==> src/rtl/pll_seq_pkg.sv <==
// Shared types and widths for the PLL lock sequencer.
package pll_seq_pkg;

   localparam int RETRY_W = 3;
   localparam int LOSS_W  = 8;

   typedef enum logic [2:0] {
      ST_PLLRST    = 3'd0,
      ST_WAIT_LOCK = 3'd1,
      ST_STABLE    = 3'd2,
      ST_RUN       = 3'd3,
      ST_FAIL      = 3'd4
   } pll_state_e;

   function automatic int max3(input int a, input int b, input int c);
      int m;
      m = (a > b) ? a : b;
      return (m > c) ? m : c;
   endfunction

endpackage

==> src/rtl/sync_2ff.sv <==
// Two-flop synchroniser for a single asynchronous bit, synchronous active-high reset.
module sync_2ff (
   input  logic clk,
   input  logic rst,
   input  logic d,
   output logic q
);

   logic meta_q;
   logic meta_d;
   logic sync_q;
   logic sync_d;

   // next values of the two stages
   always_comb begin
      meta_d = d;
      sync_d = meta_q;
   end

   // two-stage register, cleared while rst is high
   always_ff @(posedge clk) begin
      if (rst) begin
         meta_q <= 1'b0;
         sync_q <= 1'b0;
      end else begin
         meta_q <= meta_d;
         sync_q <= sync_d;
      end
   end

   assign q = sync_q;

endmodule

==> src/rtl/pll_lock_sequencer.sv <==
// PLL reset / lock sequencer: pulses the PLL reset, waits for lock with a
// timeout and bounded retries, requires a stable lock window, then releases
// downstream reset. Optional feature macro: PLL_LOCK_LOSS_CNT_EN adds the
// lock_loss_cnt output (saturating count of lock losses while running).
//
// state     | meaning
// ----------+-----------------------------------------------------------
// PLLRST    | pll_rst driven high for PLL_RST_CYCLES cycles
// WAIT_LOCK | waiting for lock_s, retry after LOCK_TIMEOUT cycles
// STABLE    | lock_s must stay high for STABLE_CYCLES consecutive cycles
// RUN       | PLL locked, sys_rst released, ready high
// FAIL      | retries exhausted, terminal until rst
module pll_lock_sequencer
   import pll_seq_pkg::*;
#(
   parameter int PLL_RST_CYCLES = 16,
   parameter int LOCK_TIMEOUT   = 65536,
   parameter int STABLE_CYCLES  = 1024,
   parameter int MAX_RETRIES    = 7
) (
   input  logic               clk,
   input  logic               rst,
   input  logic               pll_lock,
   output logic               pll_rst,
   output logic               sys_rst,
   output logic               ready,
   output logic               fail,
   output logic [RETRY_W-1:0] retry_cnt
`ifdef PLL_LOCK_LOSS_CNT_EN
   ,
   output logic [LOSS_W-1:0]  lock_loss_cnt
`endif
);

   localparam int CNT_W = $clog2(max3(PLL_RST_CYCLES, LOCK_TIMEOUT, STABLE_CYCLES));

   // terminal-count values: the last cycle spent in each timed state
   localparam logic [CNT_W-1:0] RST_LAST = CNT_W'(PLL_RST_CYCLES - 1);
   localparam logic [CNT_W-1:0] TO_LAST  = CNT_W'(LOCK_TIMEOUT - 1);
   localparam logic [CNT_W-1:0] STB_LAST = CNT_W'(STABLE_CYCLES - 1);
   localparam logic [RETRY_W-1:0] RETRY_MAX = RETRY_W'(MAX_RETRIES);

   logic lock_s;

   pll_state_e         state_q, state_d;
   logic [CNT_W-1:0]   cnt_q, cnt_d;
   logic [RETRY_W-1:0] retry_cnt_q, retry_cnt_d;
   logic               pll_rst_q, pll_rst_d;
   logic               sys_rst_q, sys_rst_d;
   logic               ready_q, ready_d;
   logic               fail_q, fail_d;
`ifdef PLL_LOCK_LOSS_CNT_EN
   logic [LOSS_W-1:0]  lock_loss_cnt_q, lock_loss_cnt_d;
`endif

   sync_2ff u_sync_lock (
      .clk (clk),
      .rst (rst),
      .d   (pll_lock),
      .q   (lock_s)
   );

   // next-state, shared counter, retry/loss counters and Moore outputs from next state
   always_comb begin
      state_d     = state_q;
      retry_cnt_d = retry_cnt_q;
`ifdef PLL_LOCK_LOSS_CNT_EN
      lock_loss_cnt_d = lock_loss_cnt_q;
`endif

      case (state_q)
         ST_PLLRST: begin
            if (cnt_q == RST_LAST) begin
               state_d = ST_WAIT_LOCK;
            end
         end
         ST_WAIT_LOCK: begin
            // a lock seen on the timeout cycle takes precedence over the retry
            if (lock_s) begin
               state_d = ST_STABLE;
            end else if (cnt_q == TO_LAST) begin
               if (retry_cnt_q == RETRY_MAX) begin
                  state_d = ST_FAIL;
               end else begin
                  state_d     = ST_PLLRST;
                  retry_cnt_d = retry_cnt_q + RETRY_W'(1);
               end
            end
         end
         ST_STABLE: begin
            if (!lock_s) begin
               state_d = ST_WAIT_LOCK;
            end else if (cnt_q == STB_LAST) begin
               state_d = ST_RUN;
            end
         end
         ST_RUN: begin
            if (!lock_s) begin
               state_d = ST_PLLRST;
`ifdef PLL_LOCK_LOSS_CNT_EN
               if (lock_loss_cnt_q != '1) begin
                  lock_loss_cnt_d = lock_loss_cnt_q + LOSS_W'(1);
               end
`endif
            end
         end
         ST_FAIL: begin
            state_d = ST_FAIL;
         end
         default: begin
            state_d = ST_PLLRST;
         end
      endcase

      // RUN and FAIL are untimed, so the counter parks at zero there
      if (state_d != state_q) begin
         cnt_d = '0;
      end else if (state_q == ST_RUN || state_q == ST_FAIL) begin
         cnt_d = '0;
      end else begin
         cnt_d = cnt_q + CNT_W'(1);
      end

      pll_rst_d = (state_d == ST_PLLRST);
      sys_rst_d = (state_d != ST_RUN);
      ready_d   = (state_d == ST_RUN);
      fail_d    = (state_d == ST_FAIL);
   end

   // state, counters and registered outputs
   always_ff @(posedge clk) begin
      if (rst) begin
         state_q     <= ST_PLLRST;
         cnt_q       <= '0;
         retry_cnt_q <= '0;
         pll_rst_q   <= 1'b1;
         sys_rst_q   <= 1'b1;
         ready_q     <= 1'b0;
         fail_q      <= 1'b0;
`ifdef PLL_LOCK_LOSS_CNT_EN
         lock_loss_cnt_q <= '0;
`endif
      end else begin
         state_q     <= state_d;
         cnt_q       <= cnt_d;
         retry_cnt_q <= retry_cnt_d;
         pll_rst_q   <= pll_rst_d;
         sys_rst_q   <= sys_rst_d;
         ready_q     <= ready_d;
         fail_q      <= fail_d;
`ifdef PLL_LOCK_LOSS_CNT_EN
         lock_loss_cnt_q <= lock_loss_cnt_d;
`endif
      end
   end

   assign pll_rst   = pll_rst_q;
   assign sys_rst   = sys_rst_q;
   assign ready     = ready_q;
   assign fail      = fail_q;
   assign retry_cnt = retry_cnt_q;
`ifdef PLL_LOCK_LOSS_CNT_EN
   assign lock_loss_cnt = lock_loss_cnt_q;
`endif

endmodule

==> config.mk <==
export PLATFORM = sky130hd
export DESIGN_NAME = pll_lock_sequencer
export DESIGN_NICKNAME = d
export VERILOG_FILES = /design/src/rtl/pll_seq_pkg.sv /design/src/rtl/sync_2ff.sv /design/src/rtl/pll_lock_sequencer.sv
export SDC_FILE = /design/constraint.sdc
export NUM_CORES = 1
export LEC_CHECK = 0
export BUFFER_PORTS_ARGS = -buffer_cell sky130_fd_sc_hd__buf_2
export CAP_MARGIN = 30
export CORE_UTILIZATION = 40
export DETAILED_ROUTE_END_ITERATION = 16
export PLACE_DENSITY_LB_ADDON = 0.08
export SLEW_MARGIN = 0
export SYNTH_ARGS = -nofsm -noshare
export SYNTH_HDL_FRONTEND = slang
export SYNTH_SLANG_ARGS = --single-unit
==> constraint.sdc <==
create_clock -name clk -period 1.7 [get_ports clk]
set_input_delay 0.17 -clock clk [delete_from_list [all_inputs] [get_ports clk]]
set_output_delay 0.17 -clock clk [all_outputs]
set_load 0.02 [all_outputs]
# Word-level counts from Yosys, hierarchy flattened
# Cells that the tools add are included.
# W data, S select, Z words.
word_totals:
  register_bits: 28
  in_bits: 3
  out_inout_bits: 7
  word_cells: 38
classes:
  addsub: 2
  n_eq_ne: 12
  mux: 8
  n_bitwise: 2
  reduce_logical: 5
ops:
  columns: ["op", "count"]
  rows:
  - ["$mux W3", 7]
  - ["$add A16 B1 Y16 const B", 1]
  - ["$eq A16 B10 Y1 const B", 1]
  - ["$eq A16 B16 Y1 const B", 1]
  - ["$eq A16 B4 Y1 const B", 1]
  - ["$pmux W3 S5", 1]
  - ["$eq A3 B2 Y1 const B", 3]
  - ["$eq A3 B3 Y1 const B", 3]
  - ["$logic_not A3 Y1", 2]
  - ["$reduce_and A4 Y1", 1]
  - ["$add A3 B1 Y3 const B", 1]
  - ["$eq A3 B1 Y1 const B", 1]
  - ["$ne A3 B2 Y1 const B", 1]
  - ["$ne A3 B3 Y1", 1]
  - ["$reduce_or A3 Y1", 1]
  - ["$not A1 Y1", 2]
  - ["$logic_or A1 B1 Y1", 1]

# Longest topological paths before layout
# Gate-level depths: netlist of run 1.
logic_depth:
  ltp_word: 7
  mapped_depth: 7
  ltp_nobuf: 6

# Modules after synthesis
# From an unflattened synthesis of run 1, not the netlist that was laid out.
hier_totals:
  cells_unflattened: 132
  hier_area_um2: 1246.2
modules_own_cells:
  columns: ["mod", "n_inst", "cells_each", "area_each_um2", "seq_area_each_um2"]
  rows:
  - ["pll_lock_sequencer", 1, 128, 1193.6, 520.5]
  - ["sync_2ff", 1, 4, 52.6, 40.0]

# Least setup slack after synthesis of run 1
# OpenSTA, ideal clock, no wires.
synth_timing:
  path_kind: "register to register"
  start: "register cnt_q[0]"
  end: "register cnt_q[10]"
  setup_time_ns: 0.112
  arrival_time_ns: 1.669
  t_required_ns: 1.588
  setup_slack_ns: -0.081
  stages_incl_launch_ff: 8
  period_less_slack_ns: 1.781
  cell_sequence: "dfxtp_1 > ha_1 > nand3_1 > nor3_4 > nand4b_1 > a31oi_4 > buf_6 > nor2_1"
synth_between:
  elab_chain_cells: 6
synth_rtl:
  columns: ["item", "line_no", "rtl"]
  rows:
  - ["start, declared", "pll_lock_sequencer.sv:46", "logic [CNT_W-1:0] cnt_q, cnt_d;"]
  - ["start signal, assigned", "pll_lock_sequencer.sv:145", "cnt_q <= cnt_d;"]
  - ["$eq A16 B10 Y1 or $eq A16 B16 Y1 (tied branches)", "pll_lock_sequencer.sv:93, pll_lock_sequencer.sv:81", null]
  - ["$mux W3, on equally long branches", "pll_lock_sequencer.sv:93, pll_lock_sequencer.sv:81", null]
  - ["$mux W3, on equally long branches", "pll_lock_sequencer.sv:91, pll_lock_sequencer.sv:79", null]
  - ["$pmux W3 S5", "pll_lock_sequencer.sv:71", "case (state_q)"]
  - ["$ne A3 B3 Y1", "pll_lock_sequencer.sv:116", "if (state_d != state_q) begin"]
  - ["$reduce_or A3 Y1 (no source line)", null, null]
# Several ways; a longest one is shown, not always the timed one.
# A chain may end at the register's enable or synchronous reset.

# Worst setup path in the final report of run 1
layout_timing:
  start: "register cnt_q[12]"
  end: "register pll_rst_q (netlist: pll_rst)"
layout_between:
  elab_chain_cells: 5
layout_rtl:
  columns: ["item", "line_no", "rtl"]
  rows:
  - ["$eq A16 B10 Y1 or $eq A16 B16 Y1 (tied branches)", "pll_lock_sequencer.sv:93, pll_lock_sequencer.sv:81", null]
  - ["$mux W3, on equally long branches", "pll_lock_sequencer.sv:93, pll_lock_sequencer.sv:81", null]
  - ["$mux W3, on equally long branches", "pll_lock_sequencer.sv:91, pll_lock_sequencer.sv:79", null]
  - ["$pmux W3 S5 *", "pll_lock_sequencer.sv:71", null]
  - ["$logic_not A3 Y1 *", "pll_lock_sequencer.sv:124", "pll_rst_d = (state_d == ST_PLLRST);"]
  - ["end signal, assigned", "pll_lock_sequencer.sv:147", "pll_rst_q <= pll_rst_d;"]
  - ["end, declared", "pll_lock_sequencer.sv:48", "logic pll_rst_q, pll_rst_d;"]
# Mark *: on every way between the ends. The rest lies on a longest branch, timed or not.

==> results of run 1 <==
## per-stage QoR
stage               total power (W)  setup TNS, ps  instances  cell area [sq um]
global route                0.00122          -2570        228               1700
finish                      0.00117           -849        228               1700
detailed placement         0.000730          -1290        220               1580
global placement           0.000727           -681        220               1580
floorplan                  0.000709           -575        149               1330
CTS                         0.00117           -963        227               1660
## worst max-delay path, stage by stage, from the launching register on
cell	delay [ps]
dfxtp_2	350
or4_4	530
nor3_4	160
nand4_1	170
and3b_2	270
a31o_1	220
## synth_stat cells (all sizes together) (2+ instances only)
library cell  instances
a31oi                 2
and3                  2
and4                  2
buf                   3
dfxtp                28
ha                    3
inv                   5
mux2i                 2
nand2                19
nand2b                2
nand3                 4
nand4                 5
nor2                 28
nor2b                 3
nor3                  5
nor3b                 2
nor4                  6
xnor2                 7
xor2                  9
## power breakdown
part	internal [W]	switching, W	leakage [nW]
Combinational	0.0000236	0.0000252	0.515
Sequential	0.000666	0.00000727	0.229
Clock	0.000238	0.000207	0.0279
## cell usage in the layout (no fill, tap or decap), types with 2 or more instances in the layout
| master | Yosys | layout |
|---|---|---|
| buf_2 | 2 | 9 |
| nand2b_1 | 2 | 2 |
| mux2i_1 | 2 | 2 |
| dfxtp_1 | 28 | 22 |
| inv_1 | 5 | 5 |
| ha_1 | 3 | 2 |
| xor2_1 | 9 | 9 |
| nand4_1 | 4 | 4 |
| nand3_1 | 4 | 3 |
| nor2_1 | 28 | 28 |
| nand2_1 | 19 | 19 |
| buf_4 | 0 | 25 |
| dfxtp_2 | 0 | 6 |
| xnor2_1 | 7 | 7 |
| clkbuf_4 | 0 | 3 |
| nor3_4 | 1 | 2 |
| nor3_1 | 3 | 3 |
| nor2b_1 | 3 | 3 |
| nor4_1 | 6 | 6 |
## how the worst max path moves through the flow
stage                    from   endpoint  depth (start not counted)
floorplan           cnt_q[12]  cnt_q[10]                          6
global placement    cnt_q[12]    pll_rst                          5
detailed placement  cnt_q[12]    pll_rst                          5
CTS                 cnt_q[13]    pll_rst                          6
global route        cnt_q[12]    pll_rst                          5
finish              cnt_q[12]    pll_rst                          5
## per-layer routing
layer / share of wire [%] / global-route usage, % / up-vias / wire length [um]
met3: 2.0 / 2.62 / 2 / 54
met1: 50 / 22.4 / 517 / 1330
met5: 0 / 0 / - / 0
met2: 48 / 30.7 / 9 / 1280
met4: 0.71 / 7.14 / 0 / 19
li1: - / - / 578 / -
## cell families after synthesis
family,share of synthesized area [%]
and+or+nand+nor,33.9
DFF,42.8
xor gates and xnor gates,10.7
buffers and inverters,3.35
AOI/OAI and AO/OA,4.78
adders and majority gates,2.87
muxes,1.53
## cell type report
type	count	area, sq um
Fill cell	309	1380
Multi-Input combinational cell	112	751
Sequential cell	28	568
Timing Repair Buffer	35	253
Tap cell	44	55.1
Clock inverter	1	30.0
Clock buffer	3	22.5
Inverter	5	18.8
## what timing repair did
action	CTS	global route
setup endpoints to repair	21	23
buffers inserted	3	1
pin swaps	1	3
gates resized for setup	3	9
==> reports/summary.txt, run 1 <==
status: complete, but fails checks
violated checks: negative setup slack
row count: 20
CTS tree: built
Max Slew Vio Count: 0
initial antenna violation count: 0
Mapped Cells: 149
hold_ws: 43.9 ps
Root Driver: clkbuf_4
Fmax: 562 MHz
fin crit share: 105%
register area share after synthesis: 42.8%
Syn-to-layout area delta: 29.7%
Synth area leader: dfxtp_1
hold_sp: pll_lock
EDFF count, synth: 0
Mapped Area: 1310 sq um
Die Width: 59.2 um
Tot GR Track Use: 17.9%
Yosys top cell area share: 42.8%
max reg flops: 16
post-synth cell types: 37
RSZ-0062 raised after global routing: yes
GRT overflow: 0
Final #Nets: 191
FF-to-FF Start: cnt_q[12]
clk sinks: 28
drt first pass iters: 4
CP Max Fanout: 4
CTS buffer count: 3
reg-to-reg slack, setup: -80 ps
asr flop ratio synth: 0%
clock slew at reported path FFs: 160 ps
FF-to-FF End: pll_rst
power density over the cells: 688 nW/um^2
Rel. slew slack: 75.5%
Clock Latency Late Sink: 330 ps
via/cell ratio: 4.85
number of global-route vias before repair: 1,102
Bufs on Longest Clock Path: 2
DP Worst Slack: -111 ps
FF-to-FF path depth: 5
min Tclk post-route: 1780 ps
Critical Path RT: 1940 ps
layout cells sized above 1: 32.1%
Biggest register: cnt_q
max cap viols: 0
VDD IR-drop max: 0.359 mV
n_diodes: 0
first-pass GRT wire length: 4690 um
# H-tree levels: 1
die height: 59.2 um
final hold violations: 0
Synth area leaders: dfxtp_1 43%, nor2_1 8.0%, xor2_1 6.0%
DP Wirelength: 1980 um
Post-CTS Hold Fix Bufs: 0
DRT Wirelength: 2680 um
Hold Path Depth: 2
number of synthesis warnings: 0
Setup-failing EPs final: 19
critical path endpoint category: flip-flop
WP data arrival: 2020 ps
Clock Skew: 3.30 ps
1st-iter DRT viols: 38
largest net degree at the start of global routing: 17
Starting Density: 42.5%
I/O pin cnt: 10
core area: 3080 sq um
register bit total from synthesis: 28
setup ws final: -80.7 ps
Synth Area per Inst: 8.78 sq um
global placement routability congestion: 0.807
Residual DRC: 0
total number of vias: 1,106
Leakage Power: 0.772 nW
class of the worst hold path: in2reg
antenna-violating nets left: 0
syn nets: 155
DR WL/cell: 11.8 um
Port Buffers: 9
top_reg_cell synth: dfxtp_1
worst-margin pin slew: 364 ps
area of the die: 3500 sq um
final core utilization: 55.2%
worst setup path category: reg2reg
hold endpoint: u_sync_lock.meta_q
startpoint types: flip-flop
(Power assumes the default switching activity.)
==> run 2, diff against run 1 <==
--- a/config.mk
+++ b/config.mk
@@ -10,6 +10,7 @@
 export CORE_UTILIZATION = 40
 export DETAILED_ROUTE_END_ITERATION = 16
 export PLACE_DENSITY_LB_ADDON = 0.08
+export REMOVE_ABC_BUFFERS = 1
 export SLEW_MARGIN = 0
 export SYNTH_ARGS = -nofsm -noshare
 export SYNTH_HDL_FRONTEND = slang
==> reports/summary.txt, run 2 (same netlist as run 1, synthesis figures left out) <==
Post-CTS Hold Fix Bufs: 0 (unchanged)
hold_sp: pll_lock (unchanged)
CTS tree: built (unchanged)
final core utilization: 55.9% (was 55.2%)
total number of vias: 1,102 (was 1,106)
DRT Wirelength: 2700 um (was 2680 um)
max cap viols: 0 (unchanged)
antenna-violating nets left: 0 (unchanged)
FF-to-FF Start: cnt_q[12] (unchanged)
power density over the cells: 670 nW/um^2 (was 688 nW/um^2)
DP Wirelength: 1900 um (was 1980 um)
Final #Nets: 194 (was 191)
Bufs on Longest Clock Path: 2 (unchanged)
min Tclk post-route: 1850 ps (was 1780 ps)
worst-margin pin slew: 317 ps (was 364 ps)
layout filler cell count: 299 (was 309)
final hold violations: 0 (unchanged)
via/cell ratio: 4.77 (was 4.85)
Starting Density: 42.5% (unchanged)
n_diodes: 0 (unchanged)
die height: 59.2 um (unchanged)
worst setup path category: reg2reg (unchanged)
max reg flops: 16 (unchanged)
Clock Skew: 3.45 ps (was 3.30 ps)
DR WL/cell: 11.7 um (was 11.8 um)
Fmax: 542 MHz (was 562 MHz)
fin crit share: 109% (was 105%)
violated checks: negative setup slack (unchanged)
CP Max Fanout: 4 (unchanged)
met2 routed WL: 1270 um (was 1280 um)
status: complete, but fails checks (unchanged)
I/O pin cnt: 10 (unchanged)
Max Slew Vio Count: 0 (unchanged)
commonest non-fill, non-tap cell in the layout: buf_4 (was nor2_1)
layout cells sized above 1: 33.7% (was 32.1%)
Die Width: 59.2 um (unchanged)
GRT overflow: 0 (unchanged)
Critical Path RT: 1940 ps (about the same)
setup ws final: -145 ps (was -80.7 ps)
# H-tree levels: 1 (unchanged)
largest net degree at the start of global routing: 17 (unchanged)
clock slew at reported path FFs: 150 ps (was 160 ps)
clk sinks: 28 (unchanged)
Tot GR Track Use: 18.4% (was 17.9%)
1st-iter DRT viols: 62 (was 38)
Setup-failing EPs final: 19 (unchanged)
critical path endpoint category: flip-flop (unchanged)
Rel. slew slack: 78.7% (was 75.5%)
drt first pass iters: 4 (unchanged)
Leakage Power: 0.780 nW (was 0.772 nW)
wire length on met3: 85 um (was 54 um)
Syn-to-layout area delta: 31.5% (was 29.7%)
row count: 20 (unchanged)
class of the worst hold path: in2reg (unchanged)
number of global-route vias before repair: 1,093 (was 1,102)
RSZ-0062 raised after global routing: yes (unchanged)
Port Buffers: 9 (unchanged)
reg-to-reg slack, setup: -150 ps (was -80 ps)
Residual DRC: 0 (unchanged)
first-pass GRT wire length: 4750 um (was 4690 um)
WP data arrival: 2090 ps (was 2020 ps)
CP startpoint: cnt_q[12] (unchanged)
global placement routability congestion: 0.823 (was 0.807)
Biggest register: cnt_q (unchanged)
startpoint types: flip-flop (unchanged)
Root Driver: clkbuf_4 (unchanged)
CTS buffer count: 3 (unchanged)
initial antenna violation count: 0 (unchanged)
area of the die: 3500 sq um (unchanged)
top layer reached by signal wires: met4 (unchanged)
VDD IR-drop max: 0.486 mV (was 0.359 mV)
M1 WL: 1320 um (was 1330 um)
Tot Pwr: 0.00115 W (was 0.00117 W)
core area: 3080 sq um (unchanged)
Clock Latency Late Sink: 330 ps (about the same)
most frequent cells in the layout: 27 x buf_4, 26 x dfxtp_1, 22 x nor2_1, 19 x nand2_1 (was 28 x nor2_1, 25 x buf_4, 22 x dfxtp_1, 19 x nand2_1)
## run 2: changes by cell type in the layout (fill, tap and decap cells not counted), sizes merged
cell and change:
buf +3
## run 2: what timing repair did
item | CTS | global route
pin swaps | 8 | 5
resized for setup | 13 | 7
setup endpoints to repair | 23 | 23
buffers inserted | 5 | 0
cloned | 1 | 0
## run 2: path summary, 6_finish.rpt
check / to / cells past startpoint
min: u_sync_lock.meta_q / 2
max: pll_rst / 5
min reg2reg: u_sync_lock.q / 1
max reg2reg: pll_rst / 5
## run 2: metal layers
layer	vias to the layer above	track usage [%]
met5	-	0
met4	0	4.76
met3	2	5.46
met2	11	30.0
met1	504	23.5
li1	585	-
## run 2: report_power, final
part / internal [W] / total, W / switching, W / leakage [nW]
sequential: 0.000665 / 0.000670 / 0.00000445 / 0.227
clock: 0.000238 / 0.000437 / 0.000198 / 0.0279
combinational: 0.0000218 / 0.0000456 / 0.0000238 / 0.525
## run 2: critical path, stage by stage, from the launching register on
cell and delay, ps:
dfxtp_2 350, or4_4 540, nor3_4 190, nand4_1 180
and3b_2 290, a31o_1 210
## run 2: cell type report
cell class	count	area [sq um]	share of cell area, %
clock buffers	3	22.5	1.31
inverters	5	18.8	1.09
multi-input cells	112	761	44.2
repair buffers	38	270	15.7
flip-flops and latches	28	563	32.7
clock inverters	1	30.0	1.75
well taps	44	55.1	3.20
## run 2: stage by stage
stage | hold slack [ps] | setup TNS, ps | instances | area, sq um | setup slack, ps
6_report | 36.0 | -1900 | 231 | 1720 | -145
5_1_grt | 58.3 | -4240 | 231 | 1720 | -229
4_1_cts | 17.9 | -2500 | 233 | 1750 | -149
3_5_place_dp | 382 | -2920 | 223 | 1580 | -189
3_3_place_gp | 381 | -2410 | 223 | 1580 | -156
2_1_floorplan | 242 | -1850 | 145 | 1280 | -171
==> run 3, diff against run 2 <==
--- a/config.mk
+++ b/config.mk
@@ -10,8 +10,8 @@
 export CORE_UTILIZATION = 40
 export DETAILED_ROUTE_END_ITERATION = 16
 export PLACE_DENSITY_LB_ADDON = 0.08
-export REMOVE_ABC_BUFFERS = 1
 export SLEW_MARGIN = 0
 export SYNTH_ARGS = -nofsm -noshare
 export SYNTH_HDL_FRONTEND = slang
+export SYNTH_HIERARCHICAL = 1
 export SYNTH_SLANG_ARGS = --single-unit
==> reports/summary.txt, run 3 <==
reg-to-reg slack, setup: -20 ps (was -150 ps)
Yosys top cell area share: 45.0% (was 42.8%)
row count: 19 (was 20)
Final #Nets: 169 (was 194)
CTS buffer count: 3 (unchanged)
Biggest register: cnt_q (unchanged)
Rel. slew slack: 74.4% (was 78.7%)
power density over the cells: 659 nW/um^2 (was 670 nW/um^2)
Clock Skew: 3.93 ps (was 3.45 ps)
Hold Path Depth: 2 (unchanged)
status: complete, but fails checks (unchanged)
clock share of power: 31.5% (was 37.9%)
first-pass GRT wire length: 4220 um (was 4750 um)
critical path cell sequence: or4_1 -> nor2_2 -> nand3_1 -> a31oi_2 -> buf_12 -> nor3_1 (was or4_4 -> nor3_4 -> nand4_1 -> and3b_2 -> a31o_1)
Area after DPL: 1480 sq um (was 1580 sq um)
DRT Wirelength: 2470 um (was 2700 um)
Mapped Cells: 132 (was 149)
worst setup path category: reg2reg (unchanged)
Syn-to-layout area delta: 26.1% (was 31.5%)
Starting Density: 43.7% (was 42.5%)
FF-to-FF path depth: 6 (was 5)
commonest non-fill, non-tap cell in the layout: dfxtp_1 (was buf_4)
Root Driver: clkbuf_4 (unchanged)
Leakage Power: 0.626 nW (was 0.780 nW)
CP Max Fanout: 11 (was 4)
core area: 2850 sq um (was 3080 sq um)
cell with the most instances after synthesis: dfxtp_1
Cell Count, Final, Fillers Out: 193 (was 231)
Comb power frac: 3.6% (was 4.0%)
via/cell ratio: 5.24 (was 4.77)
CTS tree: built (unchanged)
design area: 1570 sq um (was 1720 sq um)
GRT overflow: 0 (unchanged)
min Tclk post-route: 1720 ps (was 1850 ps)
Tot GR Track Use: 16.8% (was 18.4%)
register area share after synthesis: 45.0% (was 42.8%)
DP Wirelength: 1870 um (was 1900 um)
max cap viols: 0 (unchanged)
Synth area leader: dfxtp_1 (unchanged)
worst-margin pin slew: 382 ps (was 317 ps)
Slowest cell on crit path: or4_1 (was or4_4)
Post-synth top cells: 28 x dfxtp_1, 15 x nor2_1, 11 x nor3_1, 10 x nand3_1 (was 28 x dfxtp_1, 28 x nor2_1, 19 x nand2_1, 9 x xor2_1, 7 x xnor2_1)
Setup-failing EPs final: 9 (was 19)
VDD IR-drop max: 0.353 mV (was 0.486 mV)
Reg power frac: 64.9% (was 58.1%)
FF-to-FF End: cnt_q[13] (was pll_rst)
clk sinks: 28 (unchanged)
EDFF count, synth: 0 (unchanged)
register bit total from synthesis: 28 (unchanged)
RSZ-0062 raised after global routing: yes (unchanged)
clock slew at reported path FFs: 150 ps (about the same)
critical path endpoint category: flip-flop (unchanged)
sw frac: 21.3% (was 19.7%)
Tot Pwr: 0.00104 W (was 0.00115 W)
# H-tree levels: 1 (unchanged)
drt first pass iters: 3 (was 4)
most frequent cells in the layout: 25 x dfxtp_1, 18 x buf_4, 13 x nor2_1, 10 x nor3_1, 9 x buf_2 (was 27 x buf_4, 26 x dfxtp_1, 22 x nor2_1, 19 x nand2_1)
Port Buffers: 9 (unchanged)
max reg flops: 16 (unchanged)
startpoint types: flip-flop (unchanged)
Residual DRC: 0 (unchanged)
hold endpoint: u_sync_lock/meta_q (was u_sync_lock.meta_q)
Crit path largest cell delay: 540 ps (about the same)
DR WL/cell: 12.8 um (was 11.7 um)
die height: 57.8 um (was 59.2 um)
number of global-route vias before repair: 949 (was 1,093)
dpl cells: 188 (was 223)
n_diodes: 0 (unchanged)
Bufs on Longest Clock Path: 2 (unchanged)
class of the worst hold path: in2reg (unchanged)
layout cells sized above 1: 32.1% (was 33.7%)
I/O pin cnt: 10 (unchanged)
Die Width: 57.8 um (was 59.2 um)
largest net degree at the start of global routing: 17 (unchanged)
global placement routability congestion: 0.821 (was 0.823)
top_reg_cell synth: dfxtp_1 (unchanged)
hold_sp: pll_lock (unchanged)
Max Slew Vio Count: 0 (unchanged)
Mapped Area: 1250 sq um (was 1310 sq um)
initial antenna violation count: 0 (unchanged)
1st-iter DRT viols: 20 (was 62)
violated checks: negative setup slack (unchanged)
FF-to-FF Start: cnt_q[11] (was cnt_q[12])
Pint: 0.000814 W (was 0.000926 W)
post-synth cell types: 36 (was 37)
setup ws final: -17.2 ps (was -145 ps)
number of synthesis warnings: 6 (was 0)
Synth Area per Inst: 9.44 sq um (was 8.78 sq um)
asr flop ratio synth: 0% (unchanged)
fin crit share: 101% (was 109%)
Critical Path RT: 1950 ps (was 1940 ps)
final hold violations: 0 (unchanged)
Clock Latency Late Sink: 330 ps (about the same)
syn nets: 138
switching pwr: 0.000221 W (was 0.000227 W)
Synth area leaders: dfxtp_1 45%, xnor2_1 5.6%, xor2_1 5.6% (was dfxtp_1 43%, nor2_1 8.0%, xor2_1 6.0%)
total number of vias: 1,011 (was 1,102)
antenna-violating nets left: 0 (unchanged)
WP data arrival: 1960 ps (was 2090 ps)
area of the die: 3340 sq um (was 3500 sq um)
Fmax: 582 MHz (was 542 MHz)
[run 3: routing by layer]
metal,vias up,global-route usage [%],wire length [um],share of wire [%]
met1,474,22.2,1220,49
met2,8,26.4,1150,46
met3,5,2.01,41,1.7
li1,524,-,-,-
met4,0,9.52,62,2.5
met5,-,0,0,0
[run 3: timing repair]
action	CTS	global route
resized for setup	6	8
pin swaps	1	3
hold buffers	0	0
endpoints found under the setup margin	15	22
setup buffers	0	1
[run 3: cell type report]
class | count | area [sq um]
Clock buffer | 4 | 36.3
Inverter | 3 | 11.3
Timing Repair Buffer | 30 | 231
Sequential cell | 28 | 564
Multi-Input combinational cell | 97 | 689
Fill cell | 264 | 1280
Tap cell | 31 | 38.8
[run 3: worst max path at each step]
stage / from / end / slack (ps) / depth (start not counted)
final: cnt_q[11] / cnt_q[13] / -20 / 6
after global routing: state_q[1] / cnt_q[9] / -100 / 6
after CTS: cnt_q[11] / cnt_q[13] / -30 / 6
after detailed placement: state_q[0] / cnt_q[13] / -50 / 6
after global placement: state_q[0] / cnt_q[13] / -40 / 6
after floorplan: state_q[1] / cnt_q[13] / 40 / 6
[run 3: cells by family after synthesis]
logic type	share of synthesized area [%]
buffers and inverters	3.11
muxes	1.61
AOI/OAI and AO/OA	4.52
xor gates and xnor gates	11.2
adders and majority gates	3.01
and+or+nand+nor	31.5
DFF	45.0
[run 3: power by group through the flow]
stage	Sequential, W	Clock (W)	Combinational, W
2_1_floorplan	0.000686	0	0.0000219
3_3_place_gp	0.000686	0	0.0000358
3_5_place_dp	0.000686	0	0.0000366
4_1_cts	0.000672	0.000350	0.0000369
5_1_grt	0.000673	0.000360	0.0000417
6_report	0.000672	0.000327	0.0000371
[run 3: per-stage QoR]
stage	hold slack [ps]	setup TNS, ps	worst slack, ps	utilization, %
after global placement	388	-395	-38.6	51.8
after global routing	30.9	-1130	-95.9	55.1
after floorplan	242	0	37.0	-
after detailed placement	399	-473	-50.3	51.8
after CTS	28.6	-181	-27.5	53.5
final	53.1	-89.5	-17.2	55.1
[run 3: critical path: cells and delay by family (launching register included)]
kind	cells	cell delay, ps
AO/OA/AOI/OAI	1	250
buffers and inverters	1	160
flip-flops	1	340
AND/OR/NAND/NOR	4	870
